$ cat src/rtl/svo_tmds_rx_pkg.sv
// Shared TMDS control tokens, FSM state type and offset helper for the svo_tmds receive path.
package svo_tmds_rx_pkg;

  // Wire order is bit 0 first; values match the svo_tmds encoder.
  localparam logic [9:0] SVO_TMDS_CTRL0 = 10'h354;
  localparam logic [9:0] SVO_TMDS_CTRL1 = 10'h0AB;
  localparam logic [9:0] SVO_TMDS_CTRL2 = 10'h154;
  localparam logic [9:0] SVO_TMDS_CTRL3 = 10'h2AB;

  typedef enum logic {StSearch, StLocked} rx_state_e;

  function automatic logic [3:0] next_offset(input logic [3:0] off);
    return (off == 4'd9) ? 4'd0 : off + 4'd1;
  endfunction

endpackage

$ cat src/rtl/svo_tmds_rx_dec.sv
// Registered TMDS symbol decoder: one aligned 10-bit word in, pixel byte / DE / ctrl out.
import svo_tmds_rx_pkg::*;

module svo_tmds_rx_dec (
  input  logic       clk,
  input  logic       reset,
  input  logic       en_i,
  input  logic [9:0] word_i,
  output logic       is_tok_o,
  output logic [1:0] tok_code_o,
  output logic [7:0] dout_o,
  output logic       de_o,
  output logic [1:0] ctrl_o,
  output logic       sym_err_o
);

  logic [7:0] t;
  logic [7:0] d;
  logic       many_trans;
  logic [7:0] dout_q;
  logic       de_q;
  logic [1:0] ctrl_q;
  logic       sym_err_q;

  always_comb begin
    is_tok_o   = 1'b1;
    tok_code_o = 2'd0;
    unique case (word_i)
      SVO_TMDS_CTRL0: tok_code_o = 2'd0;
      SVO_TMDS_CTRL1: tok_code_o = 2'd1;
      SVO_TMDS_CTRL2: tok_code_o = 2'd2;
      SVO_TMDS_CTRL3: tok_code_o = 2'd3;
      default:        is_tok_o   = 1'b0;
    endcase

    t    = word_i[9] ? ~word_i[7:0] : word_i[7:0];
    d    = 8'h00;
    d[0] = t[0];
    for (int i = 1; i < 8; i++) begin
      d[i] = word_i[8] ? (t[i] ^ t[i-1]) : ~(t[i] ^ t[i-1]);
    end

    // Data symbols never exceed 5 transitions; tokens have 7 or more.
    many_trans = $countones(word_i[8:0] ^ word_i[9:1]) >= 7;
  end

  always_ff @(posedge clk) begin
    if (reset || !en_i) begin
      dout_q    <= 8'h00;
      de_q      <= 1'b0;
      ctrl_q    <= 2'd0;
      sym_err_q <= 1'b0;
    end else begin
      de_q      <= !is_tok_o;
      dout_q    <= is_tok_o ? 8'h00 : d;
      sym_err_q <= !is_tok_o && many_trans;
      if (is_tok_o) begin
        ctrl_q <= tok_code_o;
      end
    end
  end

  assign dout_o    = dout_q;
  assign de_o      = de_q;
  assign ctrl_o    = ctrl_q;
  assign sym_err_o = sym_err_q;

endmodule

$ cat src/rtl/svo_tmds_rx.sv
// One TMDS receive lane: hunts control-token runs to find the word boundary, then decodes.
import svo_tmds_rx_pkg::*;

module svo_tmds_rx #(
  parameter int unsigned CTRL_RUN      = 8,
  parameter int unsigned SEARCH_WINDOW = 2048,
  parameter int unsigned LOCK_TIMEOUT  = 4096
) (
  input  logic       clk,
  input  logic       reset,
  input  logic [9:0] din,
  output logic [7:0] dout,
  output logic       de,
  output logic [1:0] ctrl,
  output logic       locked,
  output logic [3:0] offset,
  output logic       sym_err
);

  localparam int unsigned RunW = $clog2(CTRL_RUN + 1);
  localparam int unsigned WinW = $clog2(SEARCH_WINDOW);
  localparam int unsigned TmoW = $clog2(LOCK_TIMEOUT);

  rx_state_e       state_q;
  logic [9:0]      din_q;
  logic [19:0]     window;
  logic [9:0]      word;
  logic [3:0]      offset_q;
  logic [RunW-1:0] run_cnt_q;
  logic [RunW-1:0] run_cnt_d;
  logic [1:0]      prev_code_q;
  logic [WinW-1:0] win_cnt_q;
  logic [TmoW-1:0] tmo_cnt_q;
  logic            is_tok;
  logic [1:0]      tok_code;
  logic            run_hit;

  // Older word sits in the low half so bit index grows with arrival time.
  assign window = {din, din_q};
  assign word   = 10'(window >> offset_q);

  // prev_code_q is only meaningful while run_cnt_q is non-zero.
  always_comb begin
    run_cnt_d = '0;
    if (is_tok) begin
      if (run_cnt_q != '0 && tok_code == prev_code_q) begin
        run_cnt_d = (run_cnt_q == RunW'(CTRL_RUN)) ? run_cnt_q : run_cnt_q + RunW'(1);
      end else begin
        run_cnt_d = RunW'(1);
      end
    end
    run_hit = (run_cnt_d == RunW'(CTRL_RUN));
  end

  always_ff @(posedge clk) begin
    if (reset) begin
      state_q     <= StSearch;
      din_q       <= '0;
      offset_q    <= '0;
      run_cnt_q   <= '0;
      prev_code_q <= '0;
      win_cnt_q   <= '0;
      tmo_cnt_q   <= '0;
    end else begin
      din_q       <= din;
      run_cnt_q   <= run_cnt_d;
      prev_code_q <= tok_code;
      unique case (state_q)
        StSearch: begin
          if (run_hit) begin
            state_q   <= StLocked;
            tmo_cnt_q <= '0;
            win_cnt_q <= '0;
          end else if (win_cnt_q == WinW'(SEARCH_WINDOW - 1)) begin
            offset_q  <= next_offset(offset_q);
            win_cnt_q <= '0;
            run_cnt_q <= '0;
          end else begin
            win_cnt_q <= win_cnt_q + WinW'(1);
          end
        end
        StLocked: begin
          if (run_hit) begin
            tmo_cnt_q <= '0;
          end else if (tmo_cnt_q == TmoW'(LOCK_TIMEOUT - 1)) begin
            state_q   <= StSearch;
            offset_q  <= next_offset(offset_q);
            win_cnt_q <= '0;
            run_cnt_q <= '0;
          end else begin
            tmo_cnt_q <= tmo_cnt_q + TmoW'(1);
          end
        end
        default: state_q <= StSearch;
      endcase
    end
  end

  assign locked = (state_q == StLocked);
  assign offset = offset_q;

  svo_tmds_rx_dec u_dec (
    .clk        (clk),
    .reset      (reset),
    .en_i       (locked),
    .word_i     (word),
    .is_tok_o   (is_tok),
    .tok_code_o (tok_code),
    .dout_o     (dout),
    .de_o       (de),
    .ctrl_o     (ctrl),
    .sym_err_o  (sym_err)
  );

endmodule

$ cat config.mk
export PLATFORM = sky130hd
export DESIGN_NAME = svo_tmds_rx
export DESIGN_NICKNAME = d
export VERILOG_FILES = /design/src/rtl/svo_tmds_rx_pkg.sv /design/src/rtl/svo_tmds_rx_dec.sv /design/src/rtl/svo_tmds_rx.sv
export SDC_FILE = /design/constraint.sdc
export NUM_CORES = 1
export LEC_CHECK = 0
export BUFFER_PORTS_ARGS = -buffer_cell sky130_fd_sc_hd__buf_2
export CAP_MARGIN = 20
export CORE_ASPECT_RATIO = 0.8
export CORE_MARGIN = 4
export CORE_UTILIZATION = 60
export DETAILED_ROUTE_END_ITERATION = 12
export PLACE_DENSITY = 0.82
export SLEW_MARGIN = 25
export SYNTH_ARGS = -nofsm -noshare
export SYNTH_HDL_FRONTEND = slang
export SYNTH_SLANG_ARGS = --single-unit
$ cat constraint.sdc
create_clock -name clk -period 5.3 [get_ports clk]
set_input_delay 0.795 -clock clk [delete_from_list [all_inputs] [get_ports clk]]
set_output_delay 0.795 -clock clk [all_outputs]
set_load 0.02 [all_outputs]
## After elaboration in Yosys (flattened, before gate mapping)

Index checks and enable logic that the tools add are counted.
W data, S select, Z words.

- Add/subtract/negate cells: 12
- Order comparisons: 1
- Equality and inequality tests: 16
- Shift operators: 1
- Multiplexer cells: 37
- Bitwise operators: 17
- Reduce and logical (&&, ||, !) cells: 11

Operator list:

| kind | count |
|---|---|
| $add A32 B32 Y32 | 3 |
| $mux W4 | 12 |
| $mux W11 | 4 |
| $mux W12 | 3 |
| $add A32 B1 Y32 | 1 |
| $ge A32 B4 Y1 const B | 1 |
| $pmux W12 S2 | 1 |
| $pmux W11 S2 | 1 |
| $eq A10 B10 Y1 const B | 2 |
| $shr A20 B4 Y10 | 1 |
| $pmux W4 S2 | 2 |
| $add A12 B1 Y12 const B | 1 |
| $eq A12 B12 Y1 const B | 1 |
| $eq A4 B4 Y1 const B | 3 |
| $add A11 B1 Y11 const B | 1 |
| $eq A11 B11 Y1 const B | 1 |
| $mux W1 | 11 |
| $eq A10 B8 Y1 const B | 1 |
| $eq A10 B9 Y1 const B | 1 |
| $xor A9 B9 Y9 | 1 |
| $add A1 B1 Y2 | 4 |
| $add A4 B1 Y4 const B | 2 |
| $mux W8 | 1 |
| $ne A2 B2 Y1 const B | 4 |
| 16 further kinds | 32 |

- Register bits after elaboration: 56
- Input bits: 12
- Output and inout bits: 17
- Logic and storage cells: 106

## Depth between registers and ports, before layout

- Word-level depth: 10
- Depth in mapped cells: 19
- Mapped depth without buffers: 16

## Hierarchy

From an unflattened synthesis, not the netlist that was laid out.

- Cells, all modules: 398
- Area, all modules: 3676.0 um2

Modules (own cells, without submodules):

| module | times used | cells each | area each (um2) | sequential area each (um2) |
|---|---|---|---|---|
| svo_tmds_rx | 1 | 307 | 2750.1 | 880.8 |
| svo_tmds_rx_dec | 1 | 91 | 925.9 | 240.2 |

## Least setup slack after synthesis

No wires, ideal clock.

- Path kind: reg2reg
- From: register offset_q[0] (netlist: offset[0])
- To: register u_dec.sym_err_q (netlist: u_dec.sym_err_o)
- Setup time: 123 ps
- Arrival: 4057 ps
- Required time: 5177 ps
- Setup slack: 1120 ps
- Stages on the path, launching flop included: 18
- Buffers on the path: 2
- Clock period less this slack: 4180 ps
- Path through: dfxtp_1 -> buf_6 -> buf_6 -> mux4_2 -> nor2_1 -> a21oi_1 -> mux2i_1 -> ha_1 -> inv_1 -> ha_1 -> fa_1 -> inv_1 -> fa_1 -> inv_1 -> ha_1 -> fa_1 -> a31oi_1 -> nor2_1

- Longest elaborated chain between the ends: 8
- Elaborated cells on any way between the ends: 19
- Classes of those cells: 8 x add/sub; 1 x order compare; 4 x eq/ne; 1 x shift; 1 x mux; 1 x bitwise; 3 x reduce/logical

Ends and longest elaborated chain:

| what | line | text |
|---|---|---|
| from (decl) | svo_tmds_rx.sv:28 | `logic [3:0] offset_q;` |
| from (signal assigned) | svo_tmds_rx.sv:75 | `offset_q <= next_offset(offset_q);` |
| from (signal assigned) | svo_tmds_rx.sv:87 | `offset_q <= next_offset(offset_q);` |
| $shr A20 B4 Y10 * | svo_tmds_rx.sv:40 | `assign word = 10'(window >> offset_q);` |
| $xor A9 B9 Y9 | svo_tmds_rx_dec.sv:44 | `many_trans = $countones(word_i[8:0] ^ word_i[9:1]) >= 7;` |
| $add A1 B1 Y2 (not written as such) | svo_tmds_rx_dec.sv:44 |  |
| $add A32 B32 Y32 (not written as such) (2 in series) | svo_tmds_rx_dec.sv:44 |  |
| $add A32 B1 Y32 (not written as such) | svo_tmds_rx_dec.sv:44 |  |
| $ge A32 B4 Y1 | svo_tmds_rx_dec.sv:44 |  |
| $logic_and A1 B1 Y1 * | svo_tmds_rx_dec.sv:56 | `sym_err_q <= !is_tok_o && many_trans;` |
| to (signal assigned) | svo_tmds_rx_dec.sv:56 |  |
| to (decl) | svo_tmds_rx_dec.sv:23 | `logic sym_err_q;` |

Every way passes the cells marked *; elsewhere a longest branch is shown, timed or not.
A chain may end at the register's enable or synchronous reset.

## Final worst setup path

Ends and elaborated chain as after synthesis.

==> impl_metrics.json <==
{
  "status": "completed",
  "drive_gt1_share_pct": 16.7,
  "drt_iter0_drc": 151,
  "ys_types": 56,
  "layout_min_cycle_time_ps": 4650,
  "drc": 0,
  "post_cts_resized": 0,
  "crit_buf_inv": 5,
  "syn_to_final_growth_pct": 7.36,
  "yosysTopAreaCellShare_pct": 31.4,
  "ys_warn_count": 0,
  "end_kind": "register",
  "io_pins": 29,
  "power_density_nw_per_um2": 213,
  "p_leak_nw": 1.56,
  "drt_pass1_iterations": 4,
  "slowest_stage": "dfxtp_1",
  "synth_nets": 417,
  "clockBufferDepth": 2,
  "pre_cts_slack_ps": 615,
  "ant_nets": 0,
  "synth_edf_count": 0,
  "timing.final.ws_setup_ps": 645,
  "p_total_w": 0.000815,
  "yosysTopAreaCell": "dfxtp_1",
  "avgSynthCellArea_sq_um": 9.42,
  "synth_area_sq_um": 3570,
  "max_stage_delay_ps": 790,
  "tritoncts": "yes",
  "synthCells": 379,
  "arrival_ps": 4850,
  "initial_core_util_pct": 63.6,
  "dieArea_sq_um": 7260,
  "tns_ps": 0,
  "slew_headroom_pct": 46.7,
  "insertion_delay_ps": 310,
  "yosys_register_bits": 56,
  "path_delay_family": "adder cells",
  "num_rows": 24,
  "hold_viol": 0,
  "track_usage_pct": 21.2,
  "yosys-top-cells-area": "dfxtp_1 31%, mux4_2 7.6%, ha_1 7.4%",
  "finalMaxSlewViolations": 0,
  "postCtsSetupBuffers": 0,
  "grt_overflow": 0,
  "wl_per_cell_um": 14.8,
  "hold_buffers": 0,
  "hp-class": "reg -> reg",
  "grt_max_degree": 31,
  "maxCapViolCount": 0,
  "routabilityCongestion": 0.884,
  "tightest_slew_ps": 798,
  "critPathMaxFanout": 14,
  "die_y_um": 77.0,
  "vias": 2708,
  "fmax_mhz": 215,
  "cp_cell_sequence": "buf_4 -> mux2_2 -> o211ai_1 -> o21a_1 -> inv_1 -> ha_1 -> inv_1 -> ha_1 -> fa_1 -> inv_1 -> fa_1 -> inv_1 -> ha_1 -> fa_1 -> a31oi_1 -> nor2_1",
  "cp-start-kind": "register",
  "cp.required_ps": 5500,
  "viasPerCell": 5.64,
  "finClkSkew_ps": 9.04,
  "cts_sinks": 56,
  "ir_drop_v": 0.000143,
  "h-tree-depth": 2,
  "root_buffer": "clkbuf_8",
  "async_reset_ff_share_pct": 0,
  "num_antenna_cells": 0,
  "dp_hpwl_mm": 5.36,
  "nets": 439,
  "grt_antenna_before_repair": 0,
  "numCtsBuffers": 5,
  "crit_path_frequent_cell": "inv_1",
  "drt_wl_total_mm": 7.10,
  "synth_top_flop_cell": "dfxtp_1",
  "die_w_um": 94.2,
  "grt_pass1_vias": 2580,
  "crit_type": "reg -> reg",
  "core-area_sq_um": 5620,
  "min_period_over_period_pct": 87.8,
  "clk_pin_slew_worst_paths_ps": 100,
  "io_buffers": 28,
  "ys_seq_area_share_pct": 31.4,
  "setup_violations": 0,
  "rsz0062_at_grt": "no",
  "grt_pass1_wl_mm": 12.4
}
report_power, final:
group          total, W  switching [W]  internal (W)  leakage, nW
registers      0.000432     0.00000579      0.000426        0.455
clock network  0.000249       0.000141      0.000107       0.0516
logic          0.000134      0.0000727     0.0000615         1.06
total          0.000815       0.000220      0.000595         1.56
logic make-up after synthesis:
kind of cell | count (synthesis) | share of synthesized area, %
adder cells (fa/ha/maj) | 26 | 10.2
multiplexers | 34 | 14.0
AND/OR/NAND/NOR | 131 | 18.8
flip-flops | 56 | 31.4
buffers and inverters | 42 | 5.40
XOR/XNOR | 32 | 8.27
AO/OA/AOI/OAI | 58 | 12.0
Yosys cell counts, drive strengths merged, types with 12 or more instances:
cell type / n
xor2: 16
ha: 21
nand2: 28
a21oi: 15
nor2b: 16
mux2i: 16
buf: 12
inv: 26
mux4: 12
xnor2: 16
dfxtp: 56
nor2: 36
final timing paths:
path                                       from         endpoint  slack, ps  depth (start not counted)
worst max-delay path                  offset[0]  u_dec.sym_err_o        650                         16
worst min-delay path            u_dec.ctrl_o[1]  u_dec.ctrl_o[1]        470                          2
worst max register to register        offset[0]  u_dec.sym_err_o        650                         16
worst min register to register  u_dec.ctrl_o[1]  u_dec.ctrl_o[1]        470                          2
state kept, by name (all words and copies together) (netlist names), 2 cells and up:
| name | flops |
|---|---|
| u_dec.ctrl_o | 2 |
| win_cnt_q | 11 |
| tmo_cnt_q | 12 |
| offset | 4 |
| run_cnt_q | 4 |
| u_dec.dout_o | 8 |
| din_q | 10 |
| prev_code_q | 2 |
worst register-to-register path, cell delays in order, from the launching register on:
cell      delay [ps]
dfxtp_1          790
buf_4            320
mux2_2           390
o211ai_1         220
o21a_1           300
inv_1             80
ha_1             270
inv_1             50
ha_1             320
fa_1             540
inv_1             60
fa_1             410
inv_1             60
ha_1             150
fa_1             410
a31oi_1          140
nor2_1            50
per-stage QoR:
stage          hold WS (ps)  utilization (%)  instances  area, sq um
6_report                470             68.2        480         3830
5_1_grt                 493             68.2        480         3830
4_1_cts                 471             68.2        480         3830
3_5_place_dp            458             66.5        472         3740
3_3_place_gp            446             66.5        472         3730
2_1_floorplan           450                -        379         3570
per-layer routing:
layer | vias up | routed length [um] | GRT usage (%)
met3 | 6 | 392 | 3.33
met5 | - | 0 | 0
met1 | 1258 | 3460 | 31.3
met2 | 77 | 3190 | 32.4
li1 | 1367 | - | -
met4 | 0 | 65 | 5.19
layout make-up:
type	instances	area, sq um
multi-input cells	281	2260
fillers	472	1780
flip-flops and latches	56	1120
repair buffers	31	163
inverters	26	97.6
well taps	78	97.6
clock buffers	6	82.6
clock inverters	2	13.8
cells in the final DEF (no fill, tap or decap), types with 3 or more instances in the layout:
cell,netlist,final
dfxtp_1,56,55
nor2_1,36,36
nand2_1,28,28
buf_2,7,28
inv_1,26,26
ha_1,21,21
mux2i_1,16,16
nor2b_1,16,16
xnor2_1,16,16
a21oi_1,15,15
xor2_1,14,14
mux4_2,12,12
nand3_1,8,8
o21ai_0,7,7
and3_1,7,7
mux2_2,6,6
nand4_1,6,6
clkbuf_8,0,6
and4_1,5,5
fa_1,5,5
a22o_1,4,4
nand2b_1,4,4
nor3_1,4,4
o31ai_1,3,3
or2_2,3,3
o32ai_1,3,3
buf_4,1,3
Note: power is estimated with default switching activity, not from simulation.
